[src/rtl/frost32_mem_arbiter_if.sv]
// Requester/memory bundle for the Frost32 memory arbiter.
// slave: the arbiter side; master: requesters plus the memory model.
interface frost32_mem_arbiter_if #(
  parameter int unsigned NUM_CH     = 2,
  parameter int unsigned DATA_WIDTH = 32,
  parameter int unsigned ADDR_WIDTH = 32
);
  logic [NUM_CH-1:0]            ch_req;
  logic [NUM_CH*ADDR_WIDTH-1:0] ch_addr;
  logic [NUM_CH*DATA_WIDTH-1:0] ch_wdata;
  logic [NUM_CH-1:0]            ch_access_type;
  logic [NUM_CH*2-1:0]          ch_access_size;
  logic [NUM_CH-1:0]            ch_done;
  logic                         ch_err;
  logic [DATA_WIDTH-1:0]        ch_rdata;
  logic                         mem_req;
  logic [ADDR_WIDTH-1:0]        mem_addr;
  logic [DATA_WIDTH-1:0]        mem_data_out;
  logic                         mem_access_type;
  logic [1:0]                   mem_access_size;
  logic [DATA_WIDTH-1:0]        mem_data_in;
  logic                         mem_wait;

  modport slave (
    input  ch_req, ch_addr, ch_wdata, ch_access_type, ch_access_size,
    input  mem_data_in, mem_wait,
    output ch_done, ch_err, ch_rdata,
    output mem_req, mem_addr, mem_data_out, mem_access_type, mem_access_size
  );

  modport master (
    output ch_req, ch_addr, ch_wdata, ch_access_type, ch_access_size,
    output mem_data_in, mem_wait,
    input  ch_done, ch_err, ch_rdata,
    input  mem_req, mem_addr, mem_data_out, mem_access_type, mem_access_size
  );
endinterface

[src/rtl/frost32_mem_arbiter.sv]
// Round-robin N-channel arbiter onto a single wait-for-mem memory port.
// One transaction in flight; misaligned or bad-size requests complete with ch_err.
module frost32_mem_arbiter #(
  parameter int unsigned NUM_CH     = 2,
  parameter int unsigned DATA_WIDTH = 32,
  parameter int unsigned ADDR_WIDTH = 32
) (
  input logic                  clk,
  input logic                  rst,
  frost32_mem_arbiter_if.slave bus
);
  localparam int unsigned ChW = (NUM_CH > 1) ? $clog2(NUM_CH) : 1;
  localparam logic [ADDR_WIDTH-1:0] WordMask = ADDR_WIDTH'(DATA_WIDTH / 8 - 1);
  localparam logic [ADDR_WIDTH-1:0] HalfMask = ADDR_WIDTH'(DATA_WIDTH / 16 - 1);

  typedef enum logic [1:0] {StIdle, StIssue, StWait, StDone} state_e;

  state_e          state_q;
  logic [ChW-1:0]  rr_q;
  logic [ChW-1:0]  grant_q;

  logic [NUM_CH-1:0]     eligible;
  logic                  found;
  logic [ChW-1:0]        pick;
  logic [ChW-1:0]        rr_next;
  int unsigned           idx;
  logic [ADDR_WIDTH-1:0] sel_addr;
  logic [DATA_WIDTH-1:0] sel_wdata;
  logic                  sel_type;
  logic [1:0]            sel_size;
  logic                  sel_err;

  always_comb begin
    eligible = bus.ch_req & ~bus.ch_done;
    found    = 1'b0;
    pick     = '0;
    idx      = 0;
    for (int unsigned i = 0; i < NUM_CH; i++) begin
      idx = (32'(rr_q) + i) % NUM_CH;
      if (!found && eligible[ChW'(idx)]) begin
        found = 1'b1;
        pick  = ChW'(idx);
      end
    end
    rr_next   = (32'(pick) + 1 == NUM_CH) ? '0 : ChW'(32'(pick) + 1);
    sel_addr  = bus.ch_addr[32'(pick) * ADDR_WIDTH +: ADDR_WIDTH];
    sel_wdata = bus.ch_wdata[32'(pick) * DATA_WIDTH +: DATA_WIDTH];
    sel_type  = bus.ch_access_type[pick];
    sel_size  = bus.ch_access_size[32'(pick) * 2 +: 2];
    sel_err   = (sel_size == 2'd3) ||
                (sel_size == 2'd0 && |(sel_addr & WordMask)) ||
                (sel_size == 2'd1 && |(sel_addr & HalfMask));
  end

  // The mem_* output registers double as the latched request fields.
  always_ff @(posedge clk) begin
    if (rst) begin
      state_q             <= StIdle;
      rr_q                <= '0;
      grant_q             <= '0;
      bus.ch_done         <= '0;
      bus.ch_err          <= 1'b0;
      bus.ch_rdata        <= '0;
      bus.mem_req         <= 1'b0;
      bus.mem_addr        <= '0;
      bus.mem_data_out    <= '0;
      bus.mem_access_type <= 1'b0;
      bus.mem_access_size <= 2'd0;
    end else begin
      bus.mem_req  <= 1'b0;
      bus.ch_done  <= '0;
      bus.ch_err   <= 1'b0;
      bus.ch_rdata <= '0;
      unique case (state_q)
        StIdle: begin
          if (found) begin
            grant_q <= pick;
            rr_q    <= rr_next;
            if (sel_err) begin
              state_q     <= StDone;
              bus.ch_done <= NUM_CH'(1) << pick;
              bus.ch_err  <= 1'b1;
            end else begin
              state_q             <= StIssue;
              bus.mem_req         <= 1'b1;
              bus.mem_addr        <= sel_addr;
              bus.mem_data_out    <= sel_wdata;
              bus.mem_access_type <= sel_type;
              bus.mem_access_size <= sel_size;
            end
          end
        end
        StIssue: state_q <= StWait;
        StWait: begin
          // mem_wait seen during ISSUE is deliberately ignored.
          if (!bus.mem_wait) begin
            state_q             <= StDone;
            bus.ch_done         <= NUM_CH'(1) << grant_q;
            bus.ch_rdata        <= bus.mem_access_type ? '0 : bus.mem_data_in;
            bus.mem_addr        <= '0;
            bus.mem_data_out    <= '0;
            bus.mem_access_type <= 1'b0;
            bus.mem_access_size <= 2'd0;
          end
        end
        StDone:  state_q <= StIdle;
        default: state_q <= StIdle;
      endcase
    end
  end
endmodule
[src/flat_wrapper.sv]
// flat-port wrapper written by rule: the top's interface ports become plain ports
module frost32_mem_arbiter_flat 
#(
  parameter int unsigned NUM_CH     = 2,
  parameter int unsigned DATA_WIDTH = 32,
  parameter int unsigned ADDR_WIDTH = 32
)
  (clk, rst, bus_ch_req, bus_ch_addr, bus_ch_wdata, bus_ch_access_type, bus_ch_access_size, bus_mem_data_in, bus_mem_wait, bus_ch_done, bus_ch_err, bus_ch_rdata, bus_mem_req, bus_mem_addr, bus_mem_data_out, bus_mem_access_type, bus_mem_access_size);
  frost32_mem_arbiter_if #(.NUM_CH(NUM_CH), .DATA_WIDTH(DATA_WIDTH), .ADDR_WIDTH(ADDR_WIDTH)) bus_i ();
  input logic clk;
  input logic rst;
  input wire logic [$bits(bus_i.ch_req)-1:0] bus_ch_req;
  input wire logic [$bits(bus_i.ch_addr)-1:0] bus_ch_addr;
  input wire logic [$bits(bus_i.ch_wdata)-1:0] bus_ch_wdata;
  input wire logic [$bits(bus_i.ch_access_type)-1:0] bus_ch_access_type;
  input wire logic [$bits(bus_i.ch_access_size)-1:0] bus_ch_access_size;
  input wire logic [$bits(bus_i.mem_data_in)-1:0] bus_mem_data_in;
  input wire logic [$bits(bus_i.mem_wait)-1:0] bus_mem_wait;
  output wire logic [$bits(bus_i.ch_done)-1:0] bus_ch_done;
  output wire logic [$bits(bus_i.ch_err)-1:0] bus_ch_err;
  output wire logic [$bits(bus_i.ch_rdata)-1:0] bus_ch_rdata;
  output wire logic [$bits(bus_i.mem_req)-1:0] bus_mem_req;
  output wire logic [$bits(bus_i.mem_addr)-1:0] bus_mem_addr;
  output wire logic [$bits(bus_i.mem_data_out)-1:0] bus_mem_data_out;
  output wire logic [$bits(bus_i.mem_access_type)-1:0] bus_mem_access_type;
  output wire logic [$bits(bus_i.mem_access_size)-1:0] bus_mem_access_size;
  assign bus_i.ch_req = bus_ch_req;
  assign bus_i.ch_addr = bus_ch_addr;
  assign bus_i.ch_wdata = bus_ch_wdata;
  assign bus_i.ch_access_type = bus_ch_access_type;
  assign bus_i.ch_access_size = bus_ch_access_size;
  assign bus_i.mem_data_in = bus_mem_data_in;
  assign bus_i.mem_wait = bus_mem_wait;
  assign bus_ch_done = bus_i.ch_done;
  assign bus_ch_err = bus_i.ch_err;
  assign bus_ch_rdata = bus_i.ch_rdata;
  assign bus_mem_req = bus_i.mem_req;
  assign bus_mem_addr = bus_i.mem_addr;
  assign bus_mem_data_out = bus_i.mem_data_out;
  assign bus_mem_access_type = bus_i.mem_access_type;
  assign bus_mem_access_size = bus_i.mem_access_size;
  frost32_mem_arbiter #(.NUM_CH(NUM_CH), .DATA_WIDTH(DATA_WIDTH), .ADDR_WIDTH(ADDR_WIDTH)) u_core (.clk(clk), .rst(rst), .bus(bus_i));
endmodule
[config.mk]
export PLATFORM = sky130hd
export DESIGN_NAME = frost32_mem_arbiter_flat
export DESIGN_NICKNAME = d
export VERILOG_FILES = /design/src/rtl/frost32_mem_arbiter_if.sv /design/src/rtl/frost32_mem_arbiter.sv /design/src/flat_wrapper.sv
export SDC_FILE = /design/constraint.sdc
export NUM_CORES = 1
export LEC_CHECK = 0
export ABC_AREA = 1
export CAP_MARGIN = 20
export CELL_PAD_IN_SITES_DETAIL_PLACEMENT = 0
export CELL_PAD_IN_SITES_GLOBAL_PLACEMENT = 2
export CORE_UTILIZATION = 19
export DETAILED_ROUTE_END_ITERATION = 6
export GPL_TIMING_DRIVEN = 0
export PLACE_DENSITY_LB_ADDON = 0.1
export SLEW_MARGIN = 40
export SYNTH_ARGS = -nofsm -noshare
export SYNTH_HDL_FRONTEND = slang
export SYNTH_SLANG_ARGS = --single-unit
[constraint.sdc]
create_clock -name clk -period 2.3 [get_ports clk]
set_clock_uncertainty 0.15 [all_clocks]
set_input_delay 0.575 -clock clk [delete_from_list [all_inputs] [get_ports clk]]
set_output_delay 0.575 -clock clk [all_outputs]
set_load 0.02 [all_outputs]
==> flow_metrics.py <==
metrics = {
    "run_status": {
        "status": "completed",
    },
    "sta": {
        "rsz0062_at_grt": "no",
        "timing.final.crit_share": 0.940,
        "whs_ns": 0.320,
        "layout_min_cycle_time_ns": 2.16,
        "final-hold-violation-count": 0,
        "maxSlewViolCount": 0,
        "worst_pin_slew_ns": 0.645,
        "max_freq_ghz": 0.463,
        "slew_headroom": 0.570,
        "setup_viol": 0,
    },
    "worst_setup_path": {
        "cp-start-kind": "flop",
        "end_kind": "output pin",
        "rrSetupSlack_ns": 0.18,
        "cpMaxStageDelayCell": "clkdlybuf4s50_1",
        "critPathArrivalTime_ns": 1.44,
        "cp_max_fo": 3,
        "path_delay_family": "buffers and inverters",
        "path_buf_inv": 1,
        "cp.required_ns": 1.57,
        "path_cells": "clkdlybuf4s50_1",
        "slowest_delay_ns": 0.67,
        "critPathKind": "flop to output pin",
    },
    "synthesis": {
        "synth_edf_count": 0,
        "avgSynthCellArea_um2": 6.52,
        "syn_area_um2": 5010,
        "ys_ff_latch": 107,
        "ys_types": 26,
        "synth_nets": 941,
        "ys_seq_area_frac": 0.428,
        "async_flop_share": 0,
        "synthCells": 768,
        "ys.flop_type": "dfxtp_1",
        "synth_warnings": 0,
    },
    "global_route": {
        "grt_pass1_vias": 5591,
        "grt_usage": 0.158,
        "antenna_found_initial": 2,
        "overflow": 0,
        "grt.met2_usage": 0.258,
        "use_met3": 0.0442,
        "grt-busiest-layer": "met2",
        "grt_max_degree": 23,
        "grt_first_pass_wirelength_mm": 32.3,
        "grtUsageMet1": 0.203,
    },
    "drt": {
        "drtIter0Drc": 228,
        "viasPerCell": 4.04,
        "wl_per_cell_um": 15.5,
        "drc_errors": 0,
        "first_pass_iters": 4,
        "wirelength_mm": 21.7,
        "final_antenna_net_count": 0,
        "vias": 5679,
    },
    "floorplanning": {
        "placement_rows": 59,
        "die_h_um": 164,
        "ios": 274,
        "fp.dieW_um": 164,
        "initial_core_util": 0.193,
        "die-area_um2": 27000,
        "core_um2": 26000,
    },
    "final_layout": {
        "final_core_util": 0.347,
        "nNetsFinal": 1238,
        "syn_to_final_growth_pct": 79.9,
        "drive_above_1_share": 0.110,
    },
    "cts": {
        "cts.reportedPaths.clkPinSlew_ns": 0.08,
        "cts_root_buffer": "clkbuf_16",
        "htree_levels": 3,
        "cts_tree": "yes",
        "cts_buffer_depth": 2,
        "clock_sinks": 107,
        "clk_latency_ns": 0.35,
        "cts_buffers": 9,
    },
    "placement": {
        "io_buffers": 273,
        "dp_hpwl_mm": 16.2,
        "gp_congestion": 0.719,
    },
    "flow_run": {
        "cap_violations": 0,
    },
    "min_path": {
        "hold_path.class": "flop to flop",
    },
    "pwr": {
        "total_power_w": 0.0124,
        "peakVddDrop_mv": 0.477,
        "power_leakage_nw": 3.84,
        "powerDensity_nw_per_um2": 1380,
    },
}
per-stage QoR:
step                setup WS, ns  TNS (ns)  instance area (um^2)  instances
floorplan                  0.403         0                  5010        768
global placement          -0.609    -38.80                  8160       1376
detailed placement        -0.632    -40.27                  8160       1376
CTS                       0.0135         0                  8540       1395
global route             0.00822         0                  9010       1407
finish                     0.139         0                  9010       1407
report_power, final:
group,internal [W],switching [W],total (W),leakage (nW)
Combinational,0.00351,0.00425,0.00776,2.81
Clock,0.000791,0.000880,0.00167,0.152
Sequential,0.00256,0.000394,0.00295,0.879
cells in the final DEF, fill, tap and decap left out, types with 4 or more instances in the layout:
| master | n |
|---|---|
| a21oi_1 | 44 |
| a21oi_2 | 26 |
| buf_12 | 7 |
| buf_2 | 5 |
| buf_4 | 19 |
| clkbuf_1 | 15 |
| clkbuf_16 | 14 |
| clkbuf_2 | 8 |
| clkdlybuf4s50_1 | 271 |
| dfxtp_1 | 107 |
| inv_1 | 58 |
| inv_2 | 4 |
| nand2_1 | 124 |
| nand2_2 | 6 |
| nand2_4 | 4 |
| nand3_1 | 56 |
| nor2_1 | 214 |
| o21ai_0 | 49 |
synthesized netlist by cell type, types with 2 or more instances:
cell | n | area (um^2)
a21oi_1 | 72 | 360
buf_1 | 2 | 7.51
buf_2 | 17 | 85.1
buf_4 | 5 | 37.5
buf_6 | 6 | 67.6
clkbuf_1 | 25 | 93.8
dfxtp_1 | 107 | 2140
ha_1 | 2 | 25.0
inv_1 | 58 | 218
inv_2 | 5 | 18.8
nand2_1 | 134 | 503
nand3_1 | 56 | 280
nor2_1 | 216 | 811
o21ai_0 | 50 | 250
o21ai_1 | 2 | 10.0
per-layer routing:
metal  routed length, um  vias up  share of wire
li1                    -     2995              -
met1               10100     2512           0.47
met2                9900      160           0.46
met3                1470       12          0.068
met4                 237        0          0.011
met5                   0        -              0
repair_timing:
action | in CTS | in global routing
buffers inserted | 3 | 5
gates cloned | 0 | 5
hold buffers | 0 | 0
setup endpoints to repair | 69 | 68
pin swaps | 0 | 17
gates resized for setup | 18 | 87
registers in the layout, indices dropped and copies added, names as in the netlist:
name                        count
u_core.bus.ch_rdata            32
u_core.bus.mem_addr            32
u_core.bus.mem_data_out        32
u_core.bus.ch_done              2
u_core.bus.mem_access_size      2
u_core.state_q                  2
u_core.bus.ch_err               1
u_core.bus.mem_access_type      1
u_core.bus.mem_req              1
u_core.grant_q                  1
u_core.rr_q                     1
path summary, 6_finish.rpt:
check / start / endpoint / cells past startpoint
max reg2reg: u_core.state_q[0] / u_core.bus.mem_addr[20] / 10
max: u_core.bus.ch_done[1] / bus_ch_done[1] / 1
min reg2reg: u_core.rr_q / u_core.rr_q / 2
min: u_core.rr_q / u_core.rr_q / 2
cell type report:
cell class,instances,area [um^2]
Fill cell,2881,17000
Antenna cell,2,5.00
Inverter,63,238
Buffer,55,410
Multi-Input combinational cell,543,2540
Sequential cell,107,2140
Clock inverter,7,91.3
Tap cell,335,419
Timing Repair Buffer,286,2940
Clock buffer,9,225
cells by family (layout without fill, tap and decap cells):
group / after synthesis / in the layout / synth area share
AO/OA/AOI/OAI: 127 / 127 / 0.128
AND/OR/NAND/NOR: 414 / 414 / 0.333
adder cells (fa/ha/maj): 2 / 2 / 0.00500
buffers and inverters: 118 / 420 / 0.105
other: 0 / 2 / 0
flip-flops: 107 / 107 / 0.428
Power figures use the tool's default switching activity.
==> variant 1, RTL diff (same flow settings) <==
Re-encode `state_e` (4 states) as one-hot, 4 bits wide.
--- a/src/rtl/frost32_mem_arbiter.sv
+++ b/src/rtl/frost32_mem_arbiter.sv
@@ -14,5 +14,5 @@
   localparam logic [ADDR_WIDTH-1:0] HalfMask = ADDR_WIDTH'(DATA_WIDTH / 16 - 1);
 
-  typedef enum logic [1:0] {StIdle, StIssue, StWait, StDone} state_e;
+  typedef enum logic [3:0] {StIdle = 4'b0001, StIssue = 4'b0010, StWait = 4'b0100, StDone = 4'b1000} state_e;
 
   state_e          state_q;
Function: no difference found for any inputs over 4 cycles, from zero or initial values and one cycle with rst high; so few cycles prove little.
==> variant 1 against the unedited design <==
Total power is 26% lower; utilization is 1.4 points lower; sequential cell count is 2 higher; highest routed layer is now met5; synthesized cell count is 0.52% higher; die area is 0.32% higher; cell area is 4.0% lower; first-iteration DRC count is 4.4% lower; routed wire length is 8.8% lower; area after synthesis is 0.32% higher; sequential power is 7.8% lower; final cell count is 0.36% lower; sequential share of layout area is 1.5 points higher; setup slack better by 38 ps.
==> variant 1: results (changes against the unedited design) <==
ys_types: 28  # +7.7%
nClkBuffers: 10  # +1
placed_cell_area_mm2: 0.00818  # +0.20%
cp_top_family: "buffers and inverters"
wl_met2_um: 9090  # -8.2%
fillCellCount: 2881  # unchanged
nNonClkBuffers: 327  # -4.1%
ir_drop_mv: 0.383  # -20%
worstRegToRegCells: 8  # -2
routed-via-count: 5505  # -3.1%
clk_share_pct: 3.39  # -0.13 points
grt_pass1_wl_um: 30000  # -7.0%
grt_use_met2_pct: 23.5  # -2.3 points
synth_compound_area_share_pct: 7.87  # -5.0 points
synth_common_cells: "252 x nor2_1, 147 x nand2_1, 109 x dfxtp_1"
r2r_slack_ps: 260  # +80 ps
globalplace.congestion: 0.715  # -0.53%
dp_hpwl_um: 15100  # -7.2%
nets: 1232  # -0.48%
p_leak_nw: 3.75  # -2.4%
worst_pin_slew_ps: 534  # -110 ps
period_share_pct: 92.3  # -1.6 points
whs_ps: 314  # -6.38 ps
ys_seq_area_share_pct: 43.4  # +0.66 points
multi_input_area_share_pct: 27.1  # -1.1 points
met1_usage_pct: 18.5  # -1.9 points
cts_sinks: 109  # +1.9%
place_ws_ps: -523  # +109 ps
wl_per_cell_um: 14.1  # -8.4%
sh_seq_area_pct: 25.2  # +1.5 points
drt-met1-wl_um: 9060  # -11%
cts_resized: 17  # -1
grt_pass1_vias: 5387  # -3.6%
grt_usage_pct: 14.4  # -1.4 points
drtIter0Drc: 218  # -4.4%
num-multi-input-gates: 545  # +0.37%
grt_max_degree: 20  # -13%
n_antenna_cell: 1  # -1
status: "complete, no violations"
drive_above_1_share_pct: 6.94  # -4.1 points
nonClkBufAreaFrac_pct: 36.2  # -0.96 points
top_layer_used: "met5"
clk_latency_ps: 350  # about the same
crit_arrival_ps: 1400  # -40 ps
synthCells: 772  # +0.52%
wl_met3_um: 1490  # +1.6%
r2r-end: "u_core.bus.mem_addr[7]$_SDFFE_PP0P_"
tap_cells: 335  # unchanged
postSynthNetCount: 943  # +0.21%
postCtsSetupBuffers: 2  # -1
synth.area.top_cells: "dfxtp_1 43%, nor2_1 19%, nand2_1 11%, nand3_1 5.0%, inv_1 4.9%"
clk_pin_slew_worst_paths_ps: 80  # about the same
synthAdderAreaFrac_pct: 0  # -0.50 points
reg2reg_from: "u_core.state_q[1]$_SDFFE_PP0P_"
nNonClkInverters: 69  # +9.5%
dp.cells: 1380  # +0.29%
routed_wl_um: 19800  # -8.8%
cts-htree-levels: 3  # unchanged
==> variant 1: cell count changes in the layout (fill, tap and decap cells not counted), moves of 3 or more <==
| cell | unedited run | this run |
|---|---|---|
| buf_4 | 19 | 9 |
| a21oi_2 | 26 | 0 |
| clkbuf_16 | 14 | 10 |
| clkbuf_2 | 8 | 5 |
| o21ai_0 | 49 | 45 |
| clkbuf_1 | 15 | 18 |
| nor2_1 | 214 | 250 |
| a21oi_4 | 3 | 0 |
| a21oi_1 | 44 | 31 |
| buf_12 | 7 | 1 |
| inv_1 | 58 | 64 |
| nand2_1 | 124 | 144 |
| buf_6 | 3 | 8 |
| nand3_1 | 56 | 49 |
==> variant 1: power by group <==
part	internal, W	leakage, nW	switching [W]	total, W
registers	0.00244	0.894	0.000277	0.00272
logic	0.00220	2.71	0.00270	0.00490
clock network	0.000787	0.146	0.000811	0.00160
==> variant 2, RTL diff (same settings) <==
Made on the original files. `DATA_WIDTH` is set to 32 in 3 places; all go to 64.
--- a/src/rtl/frost32_mem_arbiter_if.sv
+++ b/src/rtl/frost32_mem_arbiter_if.sv
@@ -3,5 +3,5 @@
 interface frost32_mem_arbiter_if #(
   parameter int unsigned NUM_CH     = 2,
-  parameter int unsigned DATA_WIDTH = 32,
+  parameter int unsigned DATA_WIDTH = 64,
   parameter int unsigned ADDR_WIDTH = 32
 );
--- a/src/rtl/frost32_mem_arbiter.sv
+++ b/src/rtl/frost32_mem_arbiter.sv
@@ -3,5 +3,5 @@
 module frost32_mem_arbiter #(
   parameter int unsigned NUM_CH     = 2,
-  parameter int unsigned DATA_WIDTH = 32,
+  parameter int unsigned DATA_WIDTH = 64,
   parameter int unsigned ADDR_WIDTH = 32
 ) (
--- a/src/flat_wrapper.sv
+++ b/src/flat_wrapper.sv
@@ -3,5 +3,5 @@
 #(
   parameter int unsigned NUM_CH     = 2,
-  parameter int unsigned DATA_WIDTH = 32,
+  parameter int unsigned DATA_WIDTH = 64,
   parameter int unsigned ADDR_WIDTH = 32
 )
Ports: changed (resized bus_ch_rdata, bus_ch_wdata, bus_mem_data_in and bus_mem_data_out); port bits go from 274 to 434. No check against the original RTL was run, so the function may have changed too.
==> variant 2 against the unedited design <==
Count of clock-buffer cells in the layout is 11 higher; routed wire length is 80% higher; sequential cell count is 64 higher; area after synthesis is 54% higher; setup slack worse by 84 ps; critical endpoint is now bus_mem_addr[5]; total power is 51% higher; cell area is 53% higher.
==> variant 2: results (changes against the unedited design) <==
dp.cells: 2081  # +51%
ys_seq_area_share_pct: 44.5  # +1.7 points
largest_registers: "u_core.bus.ch_rdata: 64 flops, u_core.bus.mem_data_out: 64 flops, u_core.bus.mem_addr: 32 flops"
max_stage_delay_ps: 730  # +60 ps
status: "complete, no violations"
routed-via-count: 8740  # +54%
crit_fanout: 2  # -1
synthAdderAreaFrac_pct: 0.325  # -0.17 points
whs_ps: 330  # +9.81 ps
seq-power_w: 0.00452  # +53%
p_leak_nw: 5.88  # +53%
synth_compound_area_share_pct: 13.5  # +0.61 points
grt_use_met2_pct: 31.8  # +6.1 points
wl_met2_um: 18500  # +86%
hold_end: "u_core.bus.mem_data_out[29]$_SDFFE_PP0P_"
drt-met1-wl_um: 16900  # +67%
nets: 1875  # +51%
hold_start: "u_core.bus.mem_data_out[29]$_SDFFE_PP0P_"
postCtsSetupBuffers: 30  # +27
postSynthNetCount: 1392  # +48%
crit_start: "u_core.bus.mem_addr[5]$_SDFFE_PP0P_"
place_ws_ps: -1050  # -417 ps
cts_resized: 72  # +54
ir_drop_mv: 0.534  # +12%
numCtsBuffers: 17  # +8
seq_area_mm2: 0.00342  # +60%
drive_above_1_share_pct: 11.2  # +0.15 points
maxSlewHeadroom_pct: 48.9  # -8.1 points
power_clock_w: 0.00288  # +72%
-- variant 2: cell types whose count changed in the layout (fill, tap and decap cells not counted), moves of 9 or more --
cell,unedited run,this run
inv_1,58,94
buf_4,19,39
nand3_1,56,83
nand2_1,124,176
o21ai_0,49,40
clkbuf_2,8,18
a21oi_1,44,101
or2_2,0,35
clkdlybuf4s50_1,271,431
a21oi_2,26,2
clkbuf_1,15,28
dfxtp_1,107,170
nor2_1,214,267
o211ai_1,0,35
-- variant 2: layout make-up --
cell class,count,share of cell area (%)
antenna,1,0.0181
buffer,82,3.75
clock buffer,20,3.30
clock inverter,12,0.833
inverter,101,2.79
multi-input combinational,764,25.6
sequential,171,24.8
tap,525,4.75
timing repair buffer,469,34.2
-- variant 2: cells by family (layout without fill, tap and decap cells) --
group / count (synthesis) / count (layout)
DFF: 171 / 171
adders and majority gates: 2 / 2
buffers and inverters: 188 / 684
AOI/OAI and AO/OA: 185 / 185
and+or+nand+nor: 577 / 577
other: 0 / 1
